$ cat config.mk
export PLATFORM = sky130hd
export DESIGN_NAME = panel_input
export DESIGN_NICKNAME = d
export VERILOG_FILES = /design/src/rtl/panel_pkg.sv /design/src/rtl/debounce_bit.sv /design/src/rtl/panel_input.sv
export SDC_FILE = /design/constraint.sdc
export NUM_CORES = 1
export LEC_CHECK = 0
export BUFFER_PORTS_ARGS = -buffer_cell sky130_fd_sc_hd__buf_2
export CAP_MARGIN = 20
export CORE_UTILIZATION = 40
export DETAILED_ROUTE_END_ITERATION = 16
export GPL_TIMING_DRIVEN = 0
export PLACE_DENSITY = 0.66
export SLEW_MARGIN = 30
export SYNTH_ARGS = -nofsm -noshare
export SYNTH_HDL_FRONTEND = slang
export SYNTH_SLANG_ARGS = --single-unit
$ cat constraint.sdc
create_clock -name clk -period 2.6 [get_ports clk]
set_input_delay 0.26 -clock clk [delete_from_list [all_inputs] [get_ports clk]]
set_output_delay 0.26 -clock clk [all_outputs]
set_load 0.03 [all_outputs]
$ cat src/rtl/panel_pkg.sv
// Shared types and constants for the front-panel input block: keypad geometry,
// entry sizing and the keypad scan states.
package panel_pkg;

    typedef enum logic [1:0] {
        SCAN,
        PRESS,
        HELD,
        RELEASE
    } scan_state_t;

    localparam int KP_ROWS    = 4;
    localparam int KP_COLS    = 4;
    localparam int KEY_W      = 4;
    localparam int ENTRY_W    = 16;
    localparam int MAX_DIGITS = 4;

    // Active-low row drive pattern with only the selected row pulled low.
    function automatic logic [KP_ROWS-1:0] row_drive(input logic [1:0] row);
        return ~(KP_ROWS'(1) << row);
    endfunction

    function automatic logic [1:0] col_index(input logic [KP_COLS-1:0] onehot);
        logic [1:0] idx;
        idx = '0;
        for (int i = 0; i < KP_COLS; i++) begin
            if (onehot[i]) idx = 2'(i);
        end
        return idx;
    endfunction

endpackage

$ cat src/rtl/debounce_bit.sv
// One function button: 2-FF synchroniser, tick-paced debounce counter and a
// one-clk pulse on each accepted press (released -> pressed).
module debounce_bit #(
    parameter int DEBOUNCE_CNT = 16
) (
    input  logic clk,
    input  logic rst_n,
    input  logic tick,
    input  logic raw_n,
    output logic stable,
    output logic press_pulse
);

    localparam int CW = $clog2(DEBOUNCE_CNT + 1);

    logic [1:0]    sync_q;
    logic [CW-1:0] count;
    logic          level;
    logic          flip;

    assign level = sync_q[1];
    assign flip  = tick && (level != stable) && (count == CW'(DEBOUNCE_CNT - 1));

    // Synchroniser resets to the released level so reset never looks like a press.
    always_ff @(posedge clk or negedge rst_n) begin
        if (!rst_n) begin
            sync_q <= 2'b11;
        end else begin
            // NOTE: non-blocking assignments in clocked blocks so every flop samples pre-edge values.
            sync_q <= {sync_q[0], raw_n};
        end
    end

    always_ff @(posedge clk or negedge rst_n) begin
        if (!rst_n) begin
            count       <= '0;
            stable      <= 1'b1;
            press_pulse <= 1'b0;
        end else begin
            press_pulse <= flip && stable;
            if (tick) begin
                if (level == stable) begin
                    count <= '0;
                end else if (flip) begin
                    stable <= level;
                    count  <= '0;
                end else begin
                    count <= count + 1'b1;
                end
            end
        end
    end

endmodule

$ cat src/rtl/panel_input.sv
// Front-panel input producer: scans a 4x4 hex keypad into a 16-bit entry and
// turns the raw function buttons into debounced one-clk press pulses.
module panel_input
    import panel_pkg::*;
#(
    parameter int SCAN_DIV     = 1000,
    parameter int DEBOUNCE_CNT = 16,
    parameter int NUM_BTN      = 12
) (
    input  logic                 clk,
    input  logic                 rst_n,
    output logic [KP_ROWS-1:0]   kp_row_n,
    input  logic [KP_COLS-1:0]   kp_col_n,
    input  logic [NUM_BTN-1:0]   btn_n,
    output logic [NUM_BTN-1:0]   btn_pulse,
    output logic [ENTRY_W-1:0]   user_input,
    output logic                 input_valid,
    output logic [2:0]           digit_count
);

    localparam int PW = (SCAN_DIV > 1) ? $clog2(SCAN_DIV) : 1;
    localparam int CW = $clog2(DEBOUNCE_CNT + 1);

    logic [PW-1:0]      presc;
    logic               tick;
    logic [KP_COLS-1:0] col_meta;
    logic [KP_COLS-1:0] col_s;
    logic [NUM_BTN-1:0] unused_stable;

    scan_state_t        state, state_nxt;
    logic [CW-1:0]      count, count_nxt;
    logic [1:0]         row;
    logic [1:0]         key_col;
    logic               advance, latch, accept;

    logic [KP_COLS-1:0] col_low;
    logic               one_low, same_key, all_high, count_done;

    assign tick = (presc == PW'(SCAN_DIV - 1));

    always_ff @(posedge clk or negedge rst_n) begin
        if (!rst_n) presc <= '0;
        else        presc <= tick ? '0 : presc + 1'b1;
    end

    always_ff @(posedge clk or negedge rst_n) begin
        if (!rst_n) begin
            col_meta <= '1;
            col_s    <= '1;
        end else begin
            col_meta <= kp_col_n;
            col_s    <= col_meta;
        end
    end

    for (genvar i = 0; i < NUM_BTN; i++) begin : g_btn
        debounce_bit #(
            .DEBOUNCE_CNT (DEBOUNCE_CNT)
        ) u_debounce (
            .clk         (clk),
            .rst_n       (rst_n),
            .tick        (tick),
            .raw_n       (btn_n[i]),
            .stable      (unused_stable[i]),
            .press_pulse (btn_pulse[i])
        );
    end

    // A new row is only sampled on the next tick, which covers the synchroniser
    // latency as long as SCAN_DIV is at least 3.
    assign col_low    = ~col_s;
    assign one_low    = (col_low != '0) && ((col_low & (col_low - 1'b1)) == '0);
    assign same_key   = (col_low == (KP_COLS'(1) << key_col));
    assign all_high   = &col_s;
    assign count_done = (count == CW'(DEBOUNCE_CNT - 1));

    always_comb begin
        // NOTE: every signal gets a default first so no latch is inferred.
        state_nxt = state;
        count_nxt = count;
        advance   = 1'b0;
        latch     = 1'b0;
        accept    = 1'b0;
        if (tick) begin
            unique case (state)
                SCAN: begin
                    if (one_low) begin
                        state_nxt = PRESS;
                        count_nxt = CW'(1);
                        latch     = 1'b1;
                    end else begin
                        advance = 1'b1;
                    end
                end
                PRESS: begin
                    if (!same_key) begin
                        state_nxt = SCAN;
                        count_nxt = '0;
                        advance   = 1'b1;
                    end else if (count_done) begin
                        state_nxt = HELD;
                        count_nxt = '0;
                        accept    = 1'b1;
                    end else begin
                        count_nxt = count + 1'b1;
                    end
                end
                HELD: begin
                    if (all_high) begin
                        state_nxt = RELEASE;
                        count_nxt = CW'(1);
                    end
                end
                RELEASE: begin
                    if (!all_high) begin
                        state_nxt = HELD;
                        count_nxt = '0;
                    end else if (count_done) begin
                        state_nxt = SCAN;
                        count_nxt = '0;
                        advance   = 1'b1;
                    end else begin
                        count_nxt = count + 1'b1;
                    end
                end
                default: state_nxt = SCAN;
            endcase
        end
    end

    always_ff @(posedge clk or negedge rst_n) begin
        if (!rst_n) begin
            state <= SCAN;
            count <= '0;
        end else begin
            state <= state_nxt;
            count <= count_nxt;
        end
    end

    // The row stays put from PRESS until the release has been debounced.
    always_ff @(posedge clk or negedge rst_n) begin
        if (!rst_n) begin
            row      <= '0;
            kp_row_n <= row_drive(2'd0);
            key_col  <= '0;
        end else begin
            if (latch) key_col <= col_index(col_low);
            if (advance) begin
                row      <= row + 2'd1;
                kp_row_n <= row_drive(row + 2'd1);
            end
        end
    end

    // A button strobe consumes the entry, so the clear outranks a digit arriving with it.
    always_ff @(posedge clk or negedge rst_n) begin
        if (!rst_n) begin
            user_input  <= '0;
            digit_count <= '0;
        end else if (|btn_pulse) begin
            user_input  <= '0;
            digit_count <= '0;
        end else if (accept) begin
            user_input  <= {user_input[ENTRY_W-KEY_W-1:0], row, key_col};
            if (digit_count != 3'(MAX_DIGITS)) digit_count <= digit_count + 1'b1;
        end
    end

    assign input_valid = (digit_count != '0);

endmodule

==> impl_results.md <==
- Result of the run: completed
- R2R Path Start: presc[0]
- CTS clk-pin slew, worst paths: 60 ps
- Fin nets: approximately 760
- Syn-to-layout area delta: 19.2%
- Clk sink count: 160
- CTS root buf: clkbuf_16
- GR Layer Usage met2: 29.6%
- Crit Path Class: reg2reg
- Setup repair bufs after CTS: 0
- Die Area: 0.0183 mm2
- Remaining DRCs: 0
- First-pass GRT wire length: between 20 and 25 mm
- Max Clock Skew: 7.15 ps
- Worst path max stage delay: 550 ps
- Routability congestion estimate: about 0.84
- Yosys cell types: 51
- FP Rows: between 40 and 50
- DR pass1 iterations: 5
- Tot Pwr: between 5 and 6 mW
- Area contributors post-synth: dfrtp_1 (40%), dfstp_2 (17%), nand2_1 (3.5%)
- Rel. slew slack: between 40% and 50%
- Met3 GRT Util: under 10%
- Tcrit/Tclk final: 89.7%
- EDFF count, synth: 0
- Fin cells: 964
- Clk_lat worst skew: 430 ps
- Worst-Margin Slew: 803 ps
- Cells after Synth: between 600 and 700
- I/O pin total: 54
- GRT overflow: 0
- Cell Chain, Critical Path: ha_1, and4bb_1, nand3_1, clkbuf_2, buf_1, nand2_1, o21ai_1
- Setup crit start: presc[0]
- Vias in the first global route: approximately 5.1k
- Syn Nets: a little under 700
- Syn avg cell area: between 10 and 15 um2
- Detail Placement HPWL: between 10 and 15 mm
- Worst EP required: between 2000 and 3000 ps
- Via count: roughly 5k
- Hold WC Path Type: in2async
- Met1 usage: a little over a fifth
- Layer with the highest usage: met2
- Final setup viols: 0
- WL per Instance: between 15 and 20 um
- Yosys warns: 0
- Antenna-violating nets left: 0
- 1st-iter DRT viols: 257
- CP arrival: around 2700 ps
- Reg2reg setup slack: 270 ps
- Max Slew Vio Count: 0
- Share of cells above drive strength 1: 22.3%
- Die width: 135 um
- CP max FO: 10
- Ys flop type: dfrtp_1
- Post-synthesis cell area: around 0.007 mm2
- Synth Register Bits: 160
- CTS Buf Count: 17
- Drt total wl: between 10 and 15 mm
- Die span in y: 135 um
- Register area: between 0.004 and 0.005 mm2
- Crit. End Element: flop
- Cell taking the most area after synthesis: dfrtp_1
- Port Buffers: 53
- Area share of the largest cell type after synthesis: approximately 40%
- Pwr Density: 609 mW/mm2
- Most common library cells after synthesis: dfrtp_1 (113), nand2_1 (67), dfstp_2 (47), nand3_1 (46), o21ai_1 (34)
- # diodes: 0
- Synth async-reset ratio: 100%
- P_leak: roughly 4.1 nW
- Max stage delay cell, worst path: buf_1
- TNS Setup: 0 ps
- Max VDD drop: about 0.46 mV
- H-Tree Depth: 4
- Pin count of the biggest net entering global routing: 57
- CTS tree: built
- Sequential share of the synthesized area: ~57%
- Max Freq: between 400 and 500 MHz
- CORE AREA: ~0.017 mm2
- Initial antenna violation count: 0
- CP bufs+invs: 2
- Post-DR vias/cell: 5.34
- Hold Violations, Final: 0
- Largest delay share family, worst path: buffers and inverters
- Post-Place Cells: 916
- Fin crit period: 2330 ps
- Most numerous cell in the Yosys netlist: dfrtp_1
- Filler instances: about 1.6k
- Clk buf depth: 2
- Max Cap Violations: 0
- Starting Density: 41.0%
- All-layer global routing usage: between 10% and 20%
- Worst setup SP type: flop
- Multi-input logic area: between 0.002 and 0.003 mm2
- RSZ-0062 raised after global routing: false
## worst paths after layout
check                                                       to  cells past startpoint
worst max-delay path              g_btn[0].u_debounce.count[3]                      7
max in group asynchronous        g_btn[8].u_debounce.sync_q[0]                      4
worst min register to register  g_btn[11].u_debounce.sync_q[1]                      0
min in group clk                g_btn[11].u_debounce.sync_q[1]                      0
worst max register to register    g_btn[0].u_debounce.count[3]                      7
worst min-delay path                                key_col[0]                      2
## worst register-to-register path, stage by stage, from the launching register on
cell,delay [ps]
dfrtp_1,410
ha_1,250
and4bb_1,250
nand3_1,190
clkbuf_2,340
buf_1,550
nand2_1,150
o21ai_1,110
## repair_timing
item / CTS / global route
setup endpoints to repair: 0 / 36
hold buffers: 17 / 0
endpoints found under the hold margin: 58 / 0
resized for setup: 0 / 3
## sequential cells by signal (all words and copies together) (netlist names)
signal and count:
g_btn.u_debounce.count 60, g_btn.u_debounce.sync_q 24, user_input 16, g_btn.u_debounce.press_pulse 12, g_btn.u_debounce.stable 12, presc 10, count 5, col_meta 4
col_s 4, kp_row_n 4, digit_count 3, key_col 2, row 2, state 2
## routing by layer
| metal | share of wire [%] | wire [um] |
|---|---|---|
| met5 | 0 | 0 |
| met3 | 4.3 | 642 |
| met4 | 1.4 | 212 |
| met1 | 44 | 6580 |
| met2 | 50 | 7380 |
## power breakdown
part	internal, mW	total [mW]	switching, mW
logic	0.0565	0.140	0.0837
registers	2.54	2.55	0.0170
clock network	1.44	2.45	1.01
total	4.04	5.15	1.11
## kinds of logic (layout without fill, tap and decap cells)
| logic type | count (synthesis) | count (layout) | synth area share (%) |
|---|---|---|---|
| xor+xnor | 20 | 20 | 2.47 |
| mux | 32 | 32 | 4.94 |
| compound gates | 126 | 126 | 11.2 |
| flops | 160 | 160 | 57.3 |
| simple gates | 230 | 230 | 17.3 |
| fa+ha+maj | 20 | 20 | 3.53 |
| buf+inv | 48 | 151 | 3.27 |
## cell type report
type / count / area share (%)
multi-input combinational: 428 / 33.1
clock buffer: 20 / 5.28
tap: 225 / 3.33
inverter: 13 / 0.577
clock inverter: 12 / 1.60
timing repair buffer: 72 / 5.92
sequential: 160 / 48.1
buffer: 34 / 2.15
## per-stage QoR
step / instance area [um2] / utilization, % / setup WS (ps) / hold WS [ps]
6_report: 8450 / 48.9 / 267 / 341
4_1_cts: 8450 / 48.9 / 8.92 / 351
3_3_place_gp: 7640 / 44.1 / -1020 / 346
3_5_place_dp: 7700 / 44.5 / 65.3 / 213
5_1_grt: 8450 / 48.9 / 64.0 / 362
2_1_floorplan: 7090 / - / 587 / -35.6
## placed cells by master (no fill, tap or decap), types with 3 or more instances in the layout
cell / n
a21boi_1: 13
a21o_1: 4
a21oi_1: 23
a22o_1: 9
a31oi_1: 4
and3_1: 6
and3b_1: 12
buf_1: 3
buf_2: 57
buf_4: 12
clkbuf_1: 14
clkbuf_16: 17
clkinvlp_4: 4
dfrtp_1: 113
dfstp_2: 47
dlygate4sd3_1: 17
ha_1: 20
inv_1: 13
mux2_1: 16
mux2_2: 8
mux2i_1: 8
nand2_1: 67
nand3_1: 46
nand4b_1: 14
nor2_1: 18
nor2b_1: 14
nor3_1: 30
nor4_1: 6
o21a_1: 3
o21ai_0: 22
o21ai_1: 34
o31ai_1: 4
xnor2_1: 5
xor2_1: 15
No activity file was read; power rests on OpenSTA's default activity.
